==> config.mk <==
export PLATFORM = sky130hd
export DESIGN_NAME = neuron_rate_decoder
export DESIGN_NICKNAME = d
export VERILOG_FILES = /design/src/rtl/neuron_rate_decoder.sv
export SDC_FILE = /design/constraint.sdc
export NUM_CORES = 1
export LEC_CHECK = 0
export CORE_MARGIN = 4
export CORE_UTILIZATION = 40
export CTS_BUF_LIST = sky130_fd_sc_hd__clkbuf_2
export CTS_CLUSTER_SIZE = 40
export DETAILED_ROUTE_END_ITERATION = 6
export PLACE_DENSITY = 0.66
export SYNTH_ARGS = -nofsm -noshare
export SYNTH_HDL_FRONTEND = slang
export SYNTH_SLANG_ARGS = --single-unit
==> constraint.sdc <==
create_clock -name clk -period 1.95 [get_ports clk]
set_input_delay 0.39 -clock clk [delete_from_list [all_inputs] [get_ports clk]]
set_output_delay 0.39 -clock clk [all_outputs]
set_load 0.02 [all_outputs]
==> src/rtl/neuron_rate_decoder.sv <==
// Rate-code decoder: counts asserted spike_in samples over a WIN-cycle window
// and presents the saturated count on a valid/ready output.
`timescale 1ns/1ps
module neuron_rate_decoder #(
    parameter int WIN = 15,
    parameter int CW  = 4
) (
    input  logic          clk,
    input  logic          rst_n,
    input  logic          start,
    input  logic          spike_in,
    input  logic          out_ready,
    output logic          out_valid,
    output logic [CW-1:0] rate,
    output logic          busy,
    output logic          overrun
);

    localparam int WCW = $clog2(WIN + 1);
    localparam logic [WCW-1:0] LAST    = WCW'(WIN - 1);
    localparam logic [CW:0]    SAT_MAX = {1'b0, {CW{1'b1}}};

    generate
        if (WIN < 1 || WIN > 255) begin : g_win_check
            $error("neuron_rate_decoder: WIN must be in 1..255");
        end
    endgenerate

    typedef enum logic [1:0] {IDLE, ACCUM, DONE} state_t;

    state_t          state_reg;
    logic [CW-1:0]   acc_reg;
    logic [CW-1:0]   rate_reg;
    logic [WCW-1:0]  wcnt_reg;
    logic            out_valid_reg;
    logic            busy_reg;
    logic            overrun_reg;

    logic [CW:0]     sum_wide;
    logic [CW-1:0]   acc_next;

    // One bit of headroom lets the clamp detect overflow instead of wrapping.
    assign sum_wide = {1'b0, acc_reg} + {{CW{1'b0}}, spike_in};
    assign acc_next = (sum_wide > SAT_MAX) ? {CW{1'b1}} : sum_wide[CW-1:0];

    always_ff @(posedge clk or negedge rst_n) begin
        if (!rst_n) begin
            state_reg     <= IDLE;
            acc_reg       <= '0;
            rate_reg      <= '0;
            wcnt_reg      <= '0;
            out_valid_reg <= 1'b0;
            busy_reg      <= 1'b0;
            overrun_reg   <= 1'b0;
        end else begin
            case (state_reg)
                IDLE: begin
                    if (start) begin
                        state_reg <= ACCUM;
                        acc_reg   <= '0;
                        wcnt_reg  <= '0;
                        busy_reg  <= 1'b1;
                    end
                end
                ACCUM: begin
                    if (start) begin
                        overrun_reg <= 1'b1;
                    end
                    acc_reg  <= acc_next;
                    wcnt_reg <= wcnt_reg + 1'b1;
                    if (wcnt_reg == LAST) begin
                        rate_reg      <= acc_next;
                        out_valid_reg <= 1'b1;
                        busy_reg      <= 1'b0;
                        state_reg     <= DONE;
                    end
                end
                DONE: begin
                    if (out_ready) begin
                        out_valid_reg <= 1'b0;
                        // A start coinciding with the handshake opens the next window immediately.
                        if (start) begin
                            state_reg <= ACCUM;
                            acc_reg   <= '0;
                            wcnt_reg  <= '0;
                            busy_reg  <= 1'b1;
                        end else begin
                            state_reg <= IDLE;
                        end
                    end else if (start) begin
                        overrun_reg <= 1'b1;
                    end
                end
                default: begin
                    state_reg <= IDLE;
                end
            endcase
        end
    end

    assign out_valid = out_valid_reg;
    assign rate      = rate_reg;
    assign busy      = busy_reg;
    assign overrun   = overrun_reg;

endmodule

## Yosys cells after proc, flatten, opt, wreduce, memory -nomap -nowiden

Cells that the tools add are included.

- Bits in registers: 17
- Bits in latches: 0
- RAM bits: 0
- ROM bits: 0
- Input port bits: 5
- Output and inout port bits: 7
- Logic and storage cells: 48
- Memories kept: 0

- Add/sub/neg operators: 2
- Multipliers: 0
- Div/mod/pow operators: 0
- $lt $le $gt $ge: 1
- Eq/ne operators: 7
- Shift operators: 0
- Multiplexer cells: 22
- Bitwise operators: 0
- Reductions and logical operators: 9

Operator list:

| operator | count |
|---|---|
| 4-bit case mux with 3 select lines | 2 |
| 4-bit 2-to-1 mux | 5 |
| 3-bit AND reduction | 3 |
| 1-bit 2-to-1 mux | 8 |
| 2-bit != test (second input constant) | 4 |
| 2-bit 2-to-1 mux | 3 |
| 2-bit case mux with 3 select lines | 1 |
| 2-bit AND reduction | 3 |
| 4-bit by 1-bit adder with 5-bit output | 1 |
| 5-bit by 4-bit > comparator with 1-bit output (second input constant) | 1 |
| 4-bit by 1-bit adder with 4-bit output (second input constant) | 1 |
| 4-bit equality test (second input constant) | 1 |
| 1-bit case mux with 2 select lines | 2 |
| 1-bit case mux with 3 select lines | 1 |
| 3-bit nonzero test | 1 |
| 2-bit by 1-bit equality test with 1-bit output (second input constant) | 1 |
| 2-bit equality test (second input constant) | 1 |
| 2-bit logical NOT | 1 |
| 2-bit nonzero test | 1 |

## Logic depth before layout (Yosys ltp)

Gate-level depths: netlist of the first run.

- Word-level depth: 4
- Mapped depth: 6

## Worst setup path before layout of the first run

No wires, ideal clock.

- Path type: reg-to-reg
- Start point: register wcnt_reg[0]
- End point: register busy_reg, in the netlist busy
- Data arrival time: 1231 ps
- Required time: 1832 ps
- Slack: 601 ps
- Cell stages (with the launch flop): 7
- Period minus slack after synthesis: 1349 ps
- Cells stage by stage: dfrtp_1 -> inv_1 -> ha_1 -> nand3_1 -> or2_1 -> buf_6 -> a21o_1

- Cells in the longest elaborated chain, start to end: 3

Ends and longest elaborated chain:

| what | RTL line | text |
|---|---|---|
| from (decl) | 34 | `logic [WCW-1:0] wcnt_reg;` |
| from (signal assigned) | 70 | `wcnt_reg <= wcnt_reg + 1'b1;` |
| 4-bit equality test | 71 | `if (wcnt_reg == LAST) begin` |
| 2-bit != test (no source line) | - |  |
| 3-bit AND reduction (no source line) | - |  |
| to (signal assigned) | 62 | `busy_reg <= 1'b1;` |
| to (signal assigned) | 74 | `busy_reg <= 1'b0;` |
| to (signal assigned) | 86 | `busy_reg <= 1'b1;` |
| to (decl) | 36 | `logic busy_reg;` |

No other way between the ends.
A chain may end at the register's enable or synchronous reset.

## Final worst setup path of the first run

- Start point: register rate_reg[1], in the netlist rate[1]
- End point: output rate[1]

RTL lines:

| what | RTL line | text |
|---|---|---|
| from (decl) | 33 | `logic [CW-1:0] rate_reg;` |
| from (signal assigned) | 72 | `rate_reg <= acc_next;` |
| to (decl) | 14 | `output logic [CW-1:0] rate,` |

No word-level cell between the ends.

==> flow_summary_export.csv, run 1 <==
group,metric,value,unit
global_routing,gr-usage-all-layers,12.5,%
floorplanning,fp.dieArea,0.00290,mm^2
setup_path,worstPathBufferInverterCount,1,
timing,clock.fmax,0.595,GHz
finish,final_layout_size_suffix_gt1_share,7.53,%
setup_path,required,1.56,ns
clock_network,cts.repair_timing.setup_buffer_count,0,
floorplanning,floorplan.core_area,0.00198,mm^2
timing,layout_worst_path_cycle_share,86.2,%
clock_network,clock_pin_slew_worst_setup_and_hold_paths,0.15,ns
setup_path,worst_path_dominant_cell_family,"buffers and inverters",
setup_path,crit_path_end_kind,"output port",
setup_path,timing.critical_path.from_type,"flop",
timing,timing_worst_slew_pin_value,0.453,ns
setup_path,crit_end,"rate[1]",
drt,totalWireLength,1530,um
setup_path,cell_with_the_biggest_individual_delay_on_the_critical_path,"sky130_fd_sc_hd__clkdlybuf4s50_1",
timing,rsz_0062_raised_after_global_routing,"no",
setup_path,regToRegSetupSlack,0.45,ns
clock_network,clock_tree.root_cell,"sky130_fd_sc_hd__clkbuf_2",
worst_hold_path,min_path_type,"in -> async",
floorplanning,die_y,53.8,um
drt,post_drt_via_cell_ratio,5.14,
floorplanning,io_pins,12,
power,switchingPower,0.570,mW
setup_path,critical_path_class,"reg -> out",
timing,finalMaxSlewViolations,0,
floorplanning,die_w,53.8,um
timing,timing.final.setup_violations,0,
setup_path,crit_path_start,"rate[1]",
setup_path,r2r-start,"wcnt_reg[0]",
setup_path,cp_num_cells,1,
drt,detailedRoute.firstIterationViolations,7,
floorplanning,rows,16,
logic_synthesis,synth-seq-area-share,50.7,%
drt,num_vias,617,
global_routing,vias_in_the_first_global_route,560,
placed_design,place_area,968,um^2
clock_network,postCtsHoldBufs,0,
global_routing,grt_pass1_wl,2530,um
power,power-per-cell-area,1440,mW/mm^2
floorplanning,start_util,42.4,%
timing,maxSlewHeadroom,69.7,%
placed_design,post-dp-hpwl,1160,um
clock_network,cts_inserted_buffers,3,
setup_path,critical_path_maximum_fanout,2,
power,p_seq_share,44.3,%
clock_network,clock_tree_from_tritoncts,"yes",
drt,routedWlPerCell,12.7,um
timing,setup_total_negative_slack,0,ns
job,max_cap_viol_count,0,
drt,drcViolationCount,0,
clock_network,tritoncts_num_sinks,17,
timing,final_hold_viol_count,0,
logic_synthesis,post_synth_inst_count,79,
setup_path,max_stage_delay,0.61,ns
setup_path,cp_cell_sequence,"clkdlybuf4s50_1",
clock_network,cts.htree.levels,1,
logic_synthesis,ys_seq_elements,17,
timing,post-route-min-period,1.68,ns
global_routing,globalRoute.totalOverflow,0,
placed_design,globalplace.congestion,0.730,
logic_synthesis,netlist_cell_types,24,
finish,area.growth.synth_to_final,17.7,%
clock_network,cts_repair_resizes,0,
timing,timing.clock.skew,0.00269,ns
setup_path,rr_endpoint,"busy",
logic_synthesis,netlist_area,840,um^2
logic_synthesis,synth_warnings,0,
placed_design,numPortBuffers,11,
power,switching_share,40.0,%
clock_network,clk_latency,0.29,ns
finish,stdcell_area,988,um^2
power,power.combinational.fraction,44.6,%
global_routing,pin_count_of_the_biggest_net_entering_global_routing,11,
finish,layout.nets,103,
power,total_leakage_power,0.424,nW
drt,first_pass_iters,4,
power,power.share.clock,11.1,%
logic_synthesis,post_synth.cell_area_avg,10.6,um^2
finish,layout.core_utilization,49.9,%
setup_path,r2r_cells,5,
drt,route.antenna.remaining_nets,0,
clock_network,cts_buffer_depth,2,
global_routing,initial_antenna_violation_count,0,
power,peakVddDrop,0.584,mV
logic_synthesis,synth_fp_nets,88,
setup_path,arrival,1.29,ns
power,cellInternalPower,0.854,mW
finish,antenna-diode-count,0,
status,outcome,"finished clean",
==> how the worst min path moves through the flow <==
stage,startpoint,end,slack (ns),cells past startpoint
global route,rst_n,overrun,0.41,1
detailed placement,overrun,overrun,0.45,1
finish,rst_n,overrun,0.39,1
global placement,overrun,overrun,0.44,1
CTS,rst_n,overrun,0.39,1
floorplan,rst_n,acc_reg[0],0.09,0
==> stage by stage <==
step           hold slack (ns)  worst slack (ns)  total power, mW  cells
6_report                 0.389             0.268             1.42    120
2_1_floorplan           0.0944             0.601             1.06     79
3_3_place_gp             0.443             0.190             1.26    116
3_5_place_dp             0.448             0.141             1.28    116
5_1_grt                  0.407             0.225             1.55    120
4_1_cts                  0.388             0.266             1.44    120
==> final cells by class <==
cell class                 count  area [um^2]
tap                           27         33.8
clock buffer                   4         20.0
sequential                    17          425
multi-input combinational     56          377
timing repair buffer          12          118
fill                         178          993
inverter                       4         15.0
==> synth_stat cells <==
cell	instances	area, um^2
sky130_fd_sc_hd__a211oi_1	2	15.0
sky130_fd_sc_hd__a21o_1	4	30.0
sky130_fd_sc_hd__a21oi_1	3	15.0
sky130_fd_sc_hd__a2bb2oi_1	1	8.76
sky130_fd_sc_hd__a31oi_1	2	12.5
sky130_fd_sc_hd__and2b_1	1	7.51
sky130_fd_sc_hd__buf_6	2	22.5
sky130_fd_sc_hd__dfrtp_1	17	425
sky130_fd_sc_hd__ha_1	4	50.1
sky130_fd_sc_hd__inv_1	4	15.0
sky130_fd_sc_hd__mux2i_1	2	20.0
sky130_fd_sc_hd__nand2_1	2	7.51
sky130_fd_sc_hd__nand2b_1	4	25.0
sky130_fd_sc_hd__nand3_1	3	15.0
sky130_fd_sc_hd__nor2_1	4	15.0
sky130_fd_sc_hd__nor2b_1	1	6.26
sky130_fd_sc_hd__o21ai_0	12	60.1
sky130_fd_sc_hd__o21ai_1	2	10.0
sky130_fd_sc_hd__o21bai_1	1	7.51
sky130_fd_sc_hd__o2bb2ai_1	4	35.0
sky130_fd_sc_hd__o31ai_2	1	12.5
sky130_fd_sc_hd__or2_1	1	6.26
sky130_fd_sc_hd__or2b_1	1	7.51
sky130_fd_sc_hd__or4b_2	1	10.0
==> power by group through the flow <==
stage          sequential (mW)  combinational, mW  clock (mW)
2_1_floorplan            0.689              0.369           0
3_3_place_gp             0.630              0.631           0
3_5_place_dp             0.635              0.645           0
4_1_cts                  0.630              0.645       0.164
5_1_grt                  0.654              0.728       0.171
6_report                 0.631              0.636       0.158
==> metal layers <==
layer	share of wire [%]	vias to the layer above	global-route usage [%]
met4	0.52	0	3.83
met2	46	10	19.8
met3	4.9	2	4.99
met5	0	-	0
li1	-	316	-
met1	49	289	15.6
==> logic make-up after synthesis <==
kind of cell,synth area share [%]
AND/OR/NAND/NOR,11.9
AO/OA/AOI/OAI,24.6
multiplexers,2.38
adder cells (fa/ha/maj),5.96
flip-flops,50.7
buffers and inverters,4.47
==> layout by cell type (no fill, tap or decap) <==
master,n
sky130_fd_sc_hd__dfrtp_1,17
sky130_fd_sc_hd__o21ai_0,12
sky130_fd_sc_hd__clkdlybuf4s50_1,11
sky130_fd_sc_hd__inv_1,4
sky130_fd_sc_hd__nand2b_1,4
sky130_fd_sc_hd__nor2_1,4
sky130_fd_sc_hd__a21o_1,4
sky130_fd_sc_hd__o2bb2ai_1,4
sky130_fd_sc_hd__ha_1,4
sky130_fd_sc_hd__clkbuf_2,4
sky130_fd_sc_hd__a21oi_1,3
sky130_fd_sc_hd__nand3_1,3
sky130_fd_sc_hd__nand2_1,2
sky130_fd_sc_hd__a31oi_1,2
sky130_fd_sc_hd__mux2i_1,2
sky130_fd_sc_hd__o21ai_1,2
sky130_fd_sc_hd__a211oi_1,2
sky130_fd_sc_hd__and2b_1,1
sky130_fd_sc_hd__or2b_1,1
sky130_fd_sc_hd__or2_1,1
sky130_fd_sc_hd__a2bb2oi_1,1
sky130_fd_sc_hd__nor2b_1,1
sky130_fd_sc_hd__o21bai_1,1
sky130_fd_sc_hd__o31ai_2,1
sky130_fd_sc_hd__or4b_2,1
sky130_fd_sc_hd__buf_4,1
Note: power is estimated with default switching activity, not from simulation.
==> inputs of run 2 (changes only) <==
ABC_AREA = 1   (was unset)
==> run 2 against run 1 <==
Sequential power is 1% higher. Die area is 0.11% higher. Clock power hardly changed. Maximum frequency is 0.72% higher. First-iteration DRC count grew to 3.6 times the previous value.
==> flow_summary_export.csv, run 2 <==
group,metric,value,unit
timing,final_hold_viol_count,0,
clock_network,cts_inserted_buffers,3,
finish,layout.nets,127,
timing,hold-worst-slack,0.391,ns
clock_network,clock_pin_slew_worst_setup_and_hold_paths,0.16,ns
drt,num_vias,677,
global_routing,pin_count_of_the_biggest_net_entering_global_routing,18,
status,outcome,"finished clean",
placed_design,place_area,981,um^2
logic_synthesis,post-synth-top-area-cell,"sky130_fd_sc_hd__dfrtp_1",
finish,stdcell_area,0.00100,mm^2
timing,layout_worst_path_cycle_share,85.6,%
timing,finalMaxSlewViolations,0,
setup_path,r2r_cells,6,
floorplanning,io_pins,12,
setup_path,critical_path_class,"reg -> out",
global_routing,globalRoute.totalOverflow,0,
finish,layout.core_utilization,50.5,%
logic_synthesis,synth_top_area_share,50.6,%
logic_synthesis,post_synth.cell_area_avg,8.24,um^2
drt,detailedRoute.firstIterationViolations,25,
placed_design,numPortBuffers,11,
finish,final-instance-count-excl-fill,144,
timing,rsz_0062_raised_after_global_routing,"no",
floorplanning,die_y,53.8,um
power,peakVddDrop,0.696,mV
floorplanning,fp.dieArea,0.00290,mm^2
logic_synthesis,synth-compound-area-share,5.95,%
drt,highest_layer,"met4",
floorplanning,floorplan.core_area,0.00198,mm^2
timing,clock.fmax,0.599,GHz
logic_synthesis,netlist_cell_types,16,
setup_path,cell_with_the_biggest_individual_delay_on_the_critical_path,"sky130_fd_sc_hd__clkdlybuf4s50_1",
global_routing,grt_pass1_wl,2720,um
placed_design,preCtsSetupSlack,0.225,ns
placed_design,globalplace.congestion,0.758,
setup_path,arrival,1.28,ns
drt,post_drt_via_cell_ratio,4.70,
drt,detail_route.wirelength.met1,675,um
timing,timing.final.setup_violations,0,
power,total_leakage_power,0.519,nW
logic_synthesis,post_synth_inst_count,102,
logic_synthesis,synth-xor-area-share,0,%
setup_path,cp_cell_sequence,"clkdlybuf4s50_1",
logic_synthesis,synth-seq-area-share,50.6,%
logic_synthesis,netlist_area,841,um^2
setup_path,rr_endpoint,"wcnt_reg[1]",
logic_synthesis,combinational_family_with_the_most_area_after_synthesis,"simple AND/OR/NAND/NOR gates",
setup_path,critical_path_maximum_fanout,2,
timing,post-route-min-period,1.67,ns
worst_hold_path,min_path_type,"in -> async",
finish,final_layout_size_suffix_gt1_share,8.55,%
finish,area.growth.synth_to_final,19.0,%
timing,timing.clock.skew,0.0103,ns
clock_network,clock_tree_from_tritoncts,"yes",
drt,drcViolationCount,0,
logic_synthesis,synth_fp_nets,111,
floorplanning,die_w,53.8,um
logic_synthesis,synthMuxAreaShare,0,%
global_routing,initial_antenna_violation_count,0,
setup_path,crit_path_end_kind,"output port",
setup_path,worst_path_dominant_cell_family,"buffers and inverters",
logic_synthesis,synth_top_cells_by_area,"sky130_fd_sc_hd__dfrtp_1, sky130_fd_sc_hd__nand2_1, sky130_fd_sc_hd__ha_1",
clock_network,postCtsHoldBufs,0,
logic_synthesis,synth-main-ff-cell,"sky130_fd_sc_hd__dfrtp_1",
timing,setup_total_negative_slack,0,ns
clock_network,clock_tree.root_cell,"sky130_fd_sc_hd__clkbuf_2",
clock_network,tritoncts_num_sinks,17,
drt,totalWireLength,1470,um
clock_network,cts.repair_timing.setup_buffer_count,0,
drt,route.antenna.remaining_nets,0,
timing,post-route-worst-setup-slack,0.280,ns
setup_path,regToRegSetupSlack,0.65,ns
logic_synthesis,synth_adder_area_share,5.95,%
timing,maxSlewHeadroom,73.6,%
logic_synthesis,ys_async_sr_fraction,100,%
global_routing,vias_in_the_first_global_route,642,
placed_design,post-dp-hpwl,1150,um
global_routing,gr-usage-all-layers,12.8,%
clock_network,cts.htree.levels,1,
setup_path,cp_num_cells,1,
clock_network,cts_repair_resizes,0,
clock_network,cts_buffer_depth,2,
floorplanning,start_util,42.4,%
logic_synthesis,ys_seq_elements,17,
finish,layout.cells.most_common,"sky130_fd_sc_hd__nand2_1",
finish,most-common-layout-cells,"sky130_fd_sc_hd__nand2_1, sky130_fd_sc_hd__dfrtp_1, sky130_fd_sc_hd__inv_1, sky130_fd_sc_hd__clkdlybuf4s50_1",
logic_synthesis,most_common_cell_in_the_synthesized_netlist,"sky130_fd_sc_hd__nand2_1",
timing,timing_worst_slew_pin_value,0.395,ns
logic_synthesis,synth_warnings,0,
setup_path,r2r-start,"state_reg[1]",
drt,routedWlPerCell,10.2,um
logic_synthesis,synth_simple_gate_area_share,30.8,%
drt,routed-wl-met3,45,um
setup_path,required,1.56,ns
drt,met2_length,735,um
power,power-per-cell-area,1460,mW/mm^2
setup_path,worstPathBufferInverterCount,1,
placed_design,numPlacedInstances,140,
logic_synthesis,synth_top_cells_by_count,"sky130_fd_sc_hd__nand2_1, sky130_fd_sc_hd__dfrtp_1, sky130_fd_sc_hd__inv_1",
floorplanning,rows,16,
setup_path,max_stage_delay,0.61,ns
job,max_cap_viol_count,0,
clock_network,clk_latency,0.29,ns
setup_path,timing.critical_path.from_type,"flop",
power,fin_total_pwr,1.47,mW
drt,first_pass_iters,4,
finish,antenna-diode-count,0,
logic_synthesis,synth_edf_count,0,
-- run 2: how the worst max path moves through the flow --
stage,slack (ns),to,startpoint
3_3_place_gp,0.26,rate[2],spike_in
5_1_grt,0.21,busy,busy
3_5_place_dp,0.22,rate[2],spike_in
4_1_cts,0.25,rate[2],rate[2]
2_1_floorplan,0.72,rate[2],spike_in
6_report,0.28,out_valid,out_valid
-- run 2: logic make-up after synthesis --
logic type | count (synthesis)
fa+ha+maj | 4
flops | 17
buf+inv | 13
simple gates | 58
compound gates | 10
-- run 2: layout make-up --
class | count | area, um^2
multi-input cells | 72 | 359
repair buffers | 12 | 118
fillers | 188 | 981
flip-flops and latches | 17 | 425
clock buffers | 4 | 20.0
inverters | 12 | 45.0
well taps | 27 | 33.8
-- run 2: power by group --
group          internal, mW  switching (mW)
Sequential            0.506           0.135
Clock                0.0544           0.105
Combinational         0.277           0.388
Total                 0.837           0.628
-- run 2: per-layer routing --
| metal | global-route usage, % | up-vias |
|---|---|---|
| li1 | - | 353 |
| met1 | 16.2 | 316 |
| met2 | 21.2 | 6 |
| met3 | 4.16 | 2 |
| met4 | 2.55 | 0 |
| met5 | 0 | - |
